<file path="src/rtl/fifo_pkg.sv">
// Shared constants and helpers for the single-clock FIFO family.
package fifo_pkg;

    localparam int unsigned MODE_STD  = 0;
    localparam int unsigned MODE_FWFT = 1;
    localparam int unsigned ERR_CNT_W = 16;

    // Pointer width: index bits plus one wrap bit.
    function automatic int unsigned ptr_w(input int unsigned depth);
        return $clog2(depth) + 1;
    endfunction

endpackage

</file>
<file path="src/rtl/fifo_mem.sv">
// Simple dual-port register array: synchronous write, asynchronous read. Contents are not reset.
module fifo_mem
    import fifo_pkg::*;
#(
    parameter int unsigned DATA_WIDTH = 8,
    parameter int unsigned DEPTH      = 16,
    parameter int unsigned ADDR_W     = $clog2(DEPTH)
) (
    input  logic                  clk,
    input  logic                  we,
    input  logic [ADDR_W-1:0]     waddr,
    input  logic [DATA_WIDTH-1:0] wdata,
    input  logic [ADDR_W-1:0]     raddr,
    output logic [DATA_WIDTH-1:0] rdata
);

    logic [DATA_WIDTH-1:0] mem_q [DEPTH];

    always_ff @(posedge clk) begin
        if (we) begin
            mem_q[waddr] <= wdata;
        end
    end

    assign rdata = mem_q[raddr];

endmodule

</file>
<file path="src/rtl/sync_fifo_flex.sv">
// Single-clock FIFO with thresholds, occupancy, error pulses and standard/FWFT read modes.
// Optional saturating error counters (ovf_cnt/udf_cnt) exist only when SYNC_FIFO_ERR_CNT_EN is defined.
module sync_fifo_flex
    import fifo_pkg::*;
#(
    parameter int unsigned DATA_WIDTH = 8,
    parameter int unsigned DEPTH      = 16,
    parameter int unsigned AF_THRESH  = DEPTH - 4,
    parameter int unsigned AE_THRESH  = 2,
    parameter int unsigned FWFT       = MODE_STD,
    parameter int unsigned ADDR_W     = $clog2(DEPTH)
) (
    input  logic                  clk,
    input  logic                  rst,
    input  logic                  wr_en,
    input  logic [DATA_WIDTH-1:0] din,
    input  logic                  rd_en,
    output logic [DATA_WIDTH-1:0] dout,
    output logic                  full,
    output logic                  empty,
    output logic                  almost_full,
    output logic                  almost_empty,
    output logic [ADDR_W:0]       count,
    output logic                  overflow,
    output logic                  underflow
`ifdef SYNC_FIFO_ERR_CNT_EN
    ,
    output logic [ERR_CNT_W-1:0]  ovf_cnt,
    output logic [ERR_CNT_W-1:0]  udf_cnt
`endif
);

    localparam int unsigned PTR_W = ptr_w(DEPTH);

    localparam logic [PTR_W-1:0] PTR_ONE = PTR_W'(1);
    localparam logic [PTR_W-1:0] DEPTH_C = PTR_W'(DEPTH);
    localparam logic [PTR_W-1:0] AF_C    = PTR_W'(AF_THRESH);
    localparam logic [PTR_W-1:0] AE_C    = PTR_W'(AE_THRESH);

    logic [PTR_W-1:0]      wr_ptr_q, wr_ptr_d;
    logic [PTR_W-1:0]      rd_ptr_q, rd_ptr_d;
    logic                  ovf_q, udf_q;
    logic                  wr_acc, rd_acc;
    logic [DATA_WIDTH-1:0] rd_data;

    // Flags decode from registered pointers only, so they reflect the last edge.
    assign count        = wr_ptr_q - rd_ptr_q;
    assign full         = (count == DEPTH_C);
    assign empty        = (count == '0);
    assign almost_full  = (count >= AF_C);
    assign almost_empty = (count <= AE_C);

    assign wr_acc = wr_en & ~full;
    assign rd_acc = rd_en & ~empty;

    always_comb begin
        wr_ptr_d = wr_ptr_q;
        rd_ptr_d = rd_ptr_q;
        if (wr_acc) begin
            wr_ptr_d = wr_ptr_q + PTR_ONE;
        end
        if (rd_acc) begin
            rd_ptr_d = rd_ptr_q + PTR_ONE;
        end
    end

    always_ff @(posedge clk) begin
        if (rst) begin
            wr_ptr_q <= '0;
            rd_ptr_q <= '0;
            ovf_q    <= 1'b0;
            udf_q    <= 1'b0;
        end else begin
            wr_ptr_q <= wr_ptr_d;
            rd_ptr_q <= rd_ptr_d;
            ovf_q    <= wr_en & full;
            udf_q    <= rd_en & empty;
        end
    end

    assign overflow  = ovf_q;
    assign underflow = udf_q;

    fifo_mem #(
        .DATA_WIDTH (DATA_WIDTH),
        .DEPTH      (DEPTH),
        .ADDR_W     (ADDR_W)
    ) u_mem (
        .clk   (clk),
        .we    (wr_acc & ~rst),
        .waddr (wr_ptr_q[ADDR_W-1:0]),
        .wdata (din),
        .raddr (rd_ptr_q[ADDR_W-1:0]),
        .rdata (rd_data)
    );

    if (FWFT == MODE_FWFT) begin : g_fwft
        assign dout = rd_data;
    end else begin : g_std
        logic [DATA_WIDTH-1:0] dout_q;

        always_ff @(posedge clk) begin
            if (rst) begin
                dout_q <= '0;
            end else if (rd_acc) begin
                dout_q <= rd_data;
            end
        end

        assign dout = dout_q;
    end

`ifdef SYNC_FIFO_ERR_CNT_EN
    logic [ERR_CNT_W-1:0] ovf_cnt_q, udf_cnt_q;

    // Counters step on the same edge that raises the matching pulse.
    always_ff @(posedge clk) begin
        if (rst) begin
            ovf_cnt_q <= '0;
            udf_cnt_q <= '0;
        end else begin
            if ((wr_en & full) && (ovf_cnt_q != '1)) begin
                ovf_cnt_q <= ovf_cnt_q + ERR_CNT_W'(1);
            end
            if ((rd_en & empty) && (udf_cnt_q != '1)) begin
                udf_cnt_q <= udf_cnt_q + ERR_CNT_W'(1);
            end
        end
    end

    assign ovf_cnt = ovf_cnt_q;
    assign udf_cnt = udf_cnt_q;
`endif

endmodule

</file>
<file path="config.mk">
export PLATFORM = sky130hd
export DESIGN_NAME = sync_fifo_flex
export DESIGN_NICKNAME = d
export VERILOG_FILES = /design/src/rtl/fifo_pkg.sv /design/src/rtl/fifo_mem.sv /design/src/rtl/sync_fifo_flex.sv
export SDC_FILE = /design/constraint.sdc
export NUM_CORES = 1
export LEC_CHECK = 0
export ABC_AREA = 1
export CAP_MARGIN = 10
export CORE_ASPECT_RATIO = 1.1
export CORE_MARGIN = 10
export CORE_UTILIZATION = 40
export CTS_BUF_LIST = sky130_fd_sc_hd__clkbuf_4 sky130_fd_sc_hd__clkbuf_8 sky130_fd_sc_hd__clkbuf_16
export DETAILED_ROUTE_END_ITERATION = 8
export SLEW_MARGIN = 20
export SYNTH_ARGS = -nofsm -noshare
export SYNTH_HDL_FRONTEND = slang
export SYNTH_HIERARCHICAL = 1
export SYNTH_SLANG_ARGS = --single-unit
</file>
<file path="constraint.sdc">
create_clock -name clk -period 2.94 [get_ports clk]
set_input_delay 0.441 -clock clk [delete_from_list [all_inputs] [get_ports clk]]
set_output_delay 0.441 -clock clk [all_outputs]
set_load 0.05 [all_outputs]
</file>
-- After elaboration in Yosys (flattened, before gate mapping)
Memories as Yosys holds them, arrays and structs flattened. A register that Yosys moved wholly into a read port is not among the register bits.
Cells that the tools add are included.
- memories: 1
- logic and storage cells: 22
- output and inout port bits: 19
- register bits after elaboration: 12
- input port bits: 12
- memory bits (writable): 128
- muxes and demuxes: 2
- reduce and logical (&&, ||, !) cells: 1
- magnitude comparators: 2
- equality and inequality tests: 1
- bitwise gates (word level): 8
- $add $sub $neg: 3
- memory list (name ; words ; width ; read ports ; clocked after Yosys merged registers in ; write ports ; RTL line ; text):
    u_mem.mem_q ; 16 ; 8 ; 1 ; 1 ; 1 ; fifo_mem.sv:17 ; logic [DATA_WIDTH-1:0] mem_q [DEPTH];
- operators by type and width (kind ; count):
    $add 5x1->5 const B ; 2
    $and 1x1->1 ; 5
    $eq 5x5->1 const B ; 1
    $ge 5x4->1 const B ; 1
    $le 5x2->1 const B ; 1
    $logic_not 5->1 ; 1
    $sub 5x5->5 ; 1
    $not 1->1 ; 3
    $mux 1 ; 2

-- Logic depth before layout (Yosys ltp)
- depth in word-level cells: 7
- gate-level depth with buffers: 15
- mapped depth without buffers: 14

-- Hierarchy
Netlist, hierarchy kept.
- by module, submodules not included (module ; cells each ; area each (µm²) ; times used ; sequential area each (µm²)):
    fifo_mem ; 543 ; 5606.6 ; 1 ; 3843.7
    sync_fifo_flex ; 183 ; 1233.7 ; 1 ; 400.4

-- Worst setup path before layout
Ideal clock, no wire load.
- path type: register to output
- from: register rd_ptr_q[0]
- to: output port almost_empty
- arrival: 3.115 ns
- data required time: 2.499 ns
- setup slack: -0.616 ns
- buffers on the path: 0
- cell stages (with the launch flop): 9
- cells stage by stage: dfxtp_1 > ha_1 > inv_1 > fa_1 > nand3_1 > nand3_2 > nand2_1 > nand2_2 > nor4_1
- longest elaborated chain between the ends: 2
- ends and longest elaborated chain (item ; RTL line ; text):
    start, declared ; sync_fifo_flex.sv:41 ; logic [PTR_W-1:0] rd_ptr_q, rd_ptr_d;
    start signal, assigned ; sync_fifo_flex.sv:75 ; rd_ptr_q <= rd_ptr_d;
    $sub 5x5->5 ; sync_fifo_flex.sv:47 ; assign count = wr_ptr_q - rd_ptr_q;
    named net count[4] ; sync_fifo_flex.sv:23 ; output logic [ADDR_W:0] count,
    $le 5x2->1 ; sync_fifo_flex.sv:51 ; assign almost_empty = (count <= AE_C);
    end, declared ; sync_fifo_flex.sv:22 ; output logic almost_empty,
The timed path passes the listed nets, and every way through them passes these cells.

-- Worst setup path in the final report
- from: register wr_ptr_q[0]
- to: output port almost_empty
- longest elaborated chain between the ends: 2
- ends and longest elaborated chain (item ; RTL line ; text):
    start, declared ; sync_fifo_flex.sv:40 ; logic [PTR_W-1:0] wr_ptr_q, wr_ptr_d;
    start signal, assigned ; sync_fifo_flex.sv:74 ; wr_ptr_q <= wr_ptr_d;
    $sub 5x5->5 ; sync_fifo_flex.sv:47 ;
    $le 5x2->1 ; sync_fifo_flex.sv:51 ;
Every way passes these cells.

==> key figures <==
Synth
  – Post-Syn Area: 6840 um^2
  – Syn avg cell area: 9.42 um^2
  – Yosys warns: 6
  – Post-synth EDFFs: 128
  – Commonest cells in the netlist: nand2_1, inv_1, edfxtp_1, nand3_1, nor2_1
  – Synth area leaders: edfxtp_1, nand2_1, nand3_1
  – Async S/R FF share, synth: 0%
  – Synth Net Count: around 750
  – Ys flop type: edfxtp_1
  – Cell with the most instances after synthesis: nand2_1
  – Dominant cell type by area after synthesis: edfxtp_1
  – Sequential area share after synthesis: about 62%
  – Synth Instances: around 730
  – Yosys top cell area share: a little under three fifths
  – Seq cells post-synth: between 100 and 150
  – Post-synthesis cell type count: 26

STA
  – Fin. Hold Viols: 0
  – Final setup fails: 0
  – RSZ-0062 raised after global routing: no
  – Max Fclk: approximately 360 MHz
  – Post-route setup slack: 0.172 ns
  – Max-slew violation count: 0
  – Period utilisation layout: a little over nine tenths
  – Setup Skew: about 0.0082 ns
  – Slew at the pin closest to its max-slew limit: roughly 0.86 ns
  – Fin Hold WS: slightly below 0.5 ns
  – Slew headroom: between 40% and 50%
  – Final critical path time including I/O delays and setup: roughly 2.8 ns

GRT
  – Global-route wire length before repair: 26300 um
  – Largest net degree at the start of global routing: 70
  – GR Overflow Total: 0
  – Initial antenna violation count: 0
  – Number of global-route vias before repair: 4909
  – Aggregate global-route resource usage: between 10% and 20%

Floorplan
  – Core area: 16900 um^2
  – IO Pins: 31
  – # rows: 50
  – Initial core utilization: between 40 and 50%
  – Area of the die: ~23000 um^2
  – Die Y: approximately 160 um
  – Die width: 145 um

Clock tree
  – # hold bufs at CTS: 0
  – Latest clock arrival within the worst-skew pair: between 0.4 and 0.5 ns
  – Clock Path Buffers: 2
  – TritonCTS clock tree: built
  – Post-CTS Setup Bufs: 0
  – CTS H-Tree Depth: 4
  – TritonCTS Sinks: ~150
  – Clk root buf: clkbuf_16
  – Cts bufs inserted: 17
  – Clock-pin slew on the worst setup and hold paths: ~0.06 ns
  – Post-CTS sizing: 0

Detailed routing
  – WL final: around 17000 um
  – Vias: ~5000
  – Post-route ant nets: 0
  – DR DRC count: 0
  – Vias per cell: 4.97
  – DRT iter0 DRCs: roughly 470
  – Routed WL per cell: between 15 and 20 um
  – DRT Pass-1 Iters: 7

Finish
  – Fillers: ~1600
  – Nets@finish: approximately 800
  – Inserted Diodes: 0
  – Layout cells sized above 1: 12.4%
  – Area growth from synthesis to final layout: 18.6%

Critical path
  – Worst-path maximum fanout: 3
  – Worst EP required: roughly 2.5 ns
  – R2r setup slk: about 0.27 ns
  – FF-to-FF path depth: 13
  – CP Launch Type: register
  – Worst path arrival time: about 2.3 ns
  – R2r endpoint: u_mem/mem_q[10][2]
  – Crit path kind: reg -> out
  – Reg2reg start: wr_ptr_q[0]
  – Element type at the critical path end: output port

Placement
  – PortBufs: 30
  – Final GP Congestion: between 0.9 and 1
  – Dpl hpwl: between 10000 and 15000 um
  – Place WS: around 0.28 ns

Min path
  – WHS Endpoint: dout[2]
  – Hold path startpoint: dout[2]
  – Worst Hold Path Cells: 2
  – Hold Crit Class: reg -> reg

Power
  – Peak VDD IR: ~0.59 mV
  – PwrDens: around 730 nW/um^2
  – Psw: 1870 uW
  – Leakage Power: about 0.0035 uW
  – Seq pwr share: between 40% and 50%
  – Combinational fraction of design power: 27.3%
  – Pint: 4050 uW
  – Clock Power Share: roughly a third
  – Switching Share: a little under a third

Outcome
  – Outcome: finished clean

Run
  – Maxcap violations: 0
-- state kept, by name, indices dropped and copies added (netlist names) --
register,cells
overflow,1
underflow,1
rd_ptr_q,5
u_mem/mem_q,128
wr_ptr_q,5
dout,8
-- worst max-delay path: stages, from the launching register on --
cell,delay (ns)
dfxtp_1,0.31
inv_1,0.05
ha_1,0.13
inv_1,0.07
fa_2,0.40
nand3_1,0.13
nand3_2,0.08
nand2_1,0.08
nand2_2,0.07
buf_4,0.15
nor4_4,0.25
buf_12,0.18
-- cell families after synthesis --
group / after synthesis / share of synthesized area [%]
xor gates and xnor gates: 1 / 0.238
DFF: 148 / 62.0
and+or+nand+nor: 387 / 24.4
adders and majority gates: 7 / 1.39
AOI/OAI and AO/OA: 20 / 1.46
buffers and inverters: 163 / 10.5
-- layer usage --
layer	global-route usage (%)	routed length (um)	vias up
li1	-	-	2427
met3	4.19	1000	22
met2	25.6	8210	144
met4	5.78	339	0
met1	18.5	7110	2372
met5	0	0	-
-- area by class of cell --
cell class                      count  area, um^2  share of cell area, %
Sequential cell                   148        4250                   52.3
Multi-Input combinational cell    415        1940                   23.9
Timing Repair Buffer               65         643                   7.93
Inverter                          133         499                   6.15
Clock buffer                       18         433                   5.34
Tap cell                          208         260                   3.21
Clock inverter                     13        93.8                   1.16
-- worst max path at each step --
stage / from / to / slack, ns / depth (start not counted)
global route: wr_ptr_q[0] / almost_empty / 0.03 / 11
detailed placement: wr_ptr_q[0] / u_mem/mem_q[10][5] / 0.28 / 13
global placement: wr_ptr_q[0] / u_mem/mem_q[10][6] / 0.38 / 13
floorplan: rd_ptr_q[0] / u_mem/mem_q[3][0] / -0.1 / 12
finish: wr_ptr_q[0] / almost_empty / 0.17 / 11
CTS: wr_ptr_q[0] / almost_empty / 0.09 / 11
-- metrics by stage --
step	instances	instance area, um^2	total power (uW)	setup TNS, ns	util [%]
after floorplan	726	6890	3450	-8.86	-
after global placement	969	7580	4000	0	44.9
after detailed placement	969	7580	4010	0	44.9
after CTS	1000	8110	5940	0	48.0
after global routing	1000	8110	6200	0	48.0
final	1000	8110	5920	0	48.0
-- power by group through the flow --
stage / Clock [uW] / Combinational [uW] / Sequential [uW]
after floorplan: 0 / 942 / 2500
after global placement: 0 / 1590 / 2410
after detailed placement: 0 / 1600 / 2410
after CTS: 1960 / 1610 / 2370
after global routing: 2070 / 1750 / 2370
final: 1930 / 1610 / 2370
-- layout by cell type (no fill, tap or decap) --
cell,Yosys,final
nor3_2,1,1
nor3_1,4,4
clkbuf_16,0,17
nand3_4,1,1
clkinvlp_4,0,2
a21oi_1,20,20
nor2_1,41,29
nand2_1,209,209
ha_1,6,6
dfxtp_2,0,1
edfxtp_1,128,128
fa_2,0,1
buf_4,5,35
clkinv_4,0,1
or2_1,1,1
inv_2,3,3
nand3_1,120,120
clkinv_1,1,5
bufinv_16,0,1
nor4_4,0,1
nand2_2,3,3
inv_1,129,129
xor2_4,0,1
clkinv_2,0,5
nand3_2,3,3
buf_12,0,8
nor2_2,1,13
nand3b_1,2,2
clkdlybuf4s50_1,0,22
clkbuf_4,0,1
dfxtp_1,20,19
Note: power is estimated with default switching activity, not from simulation.
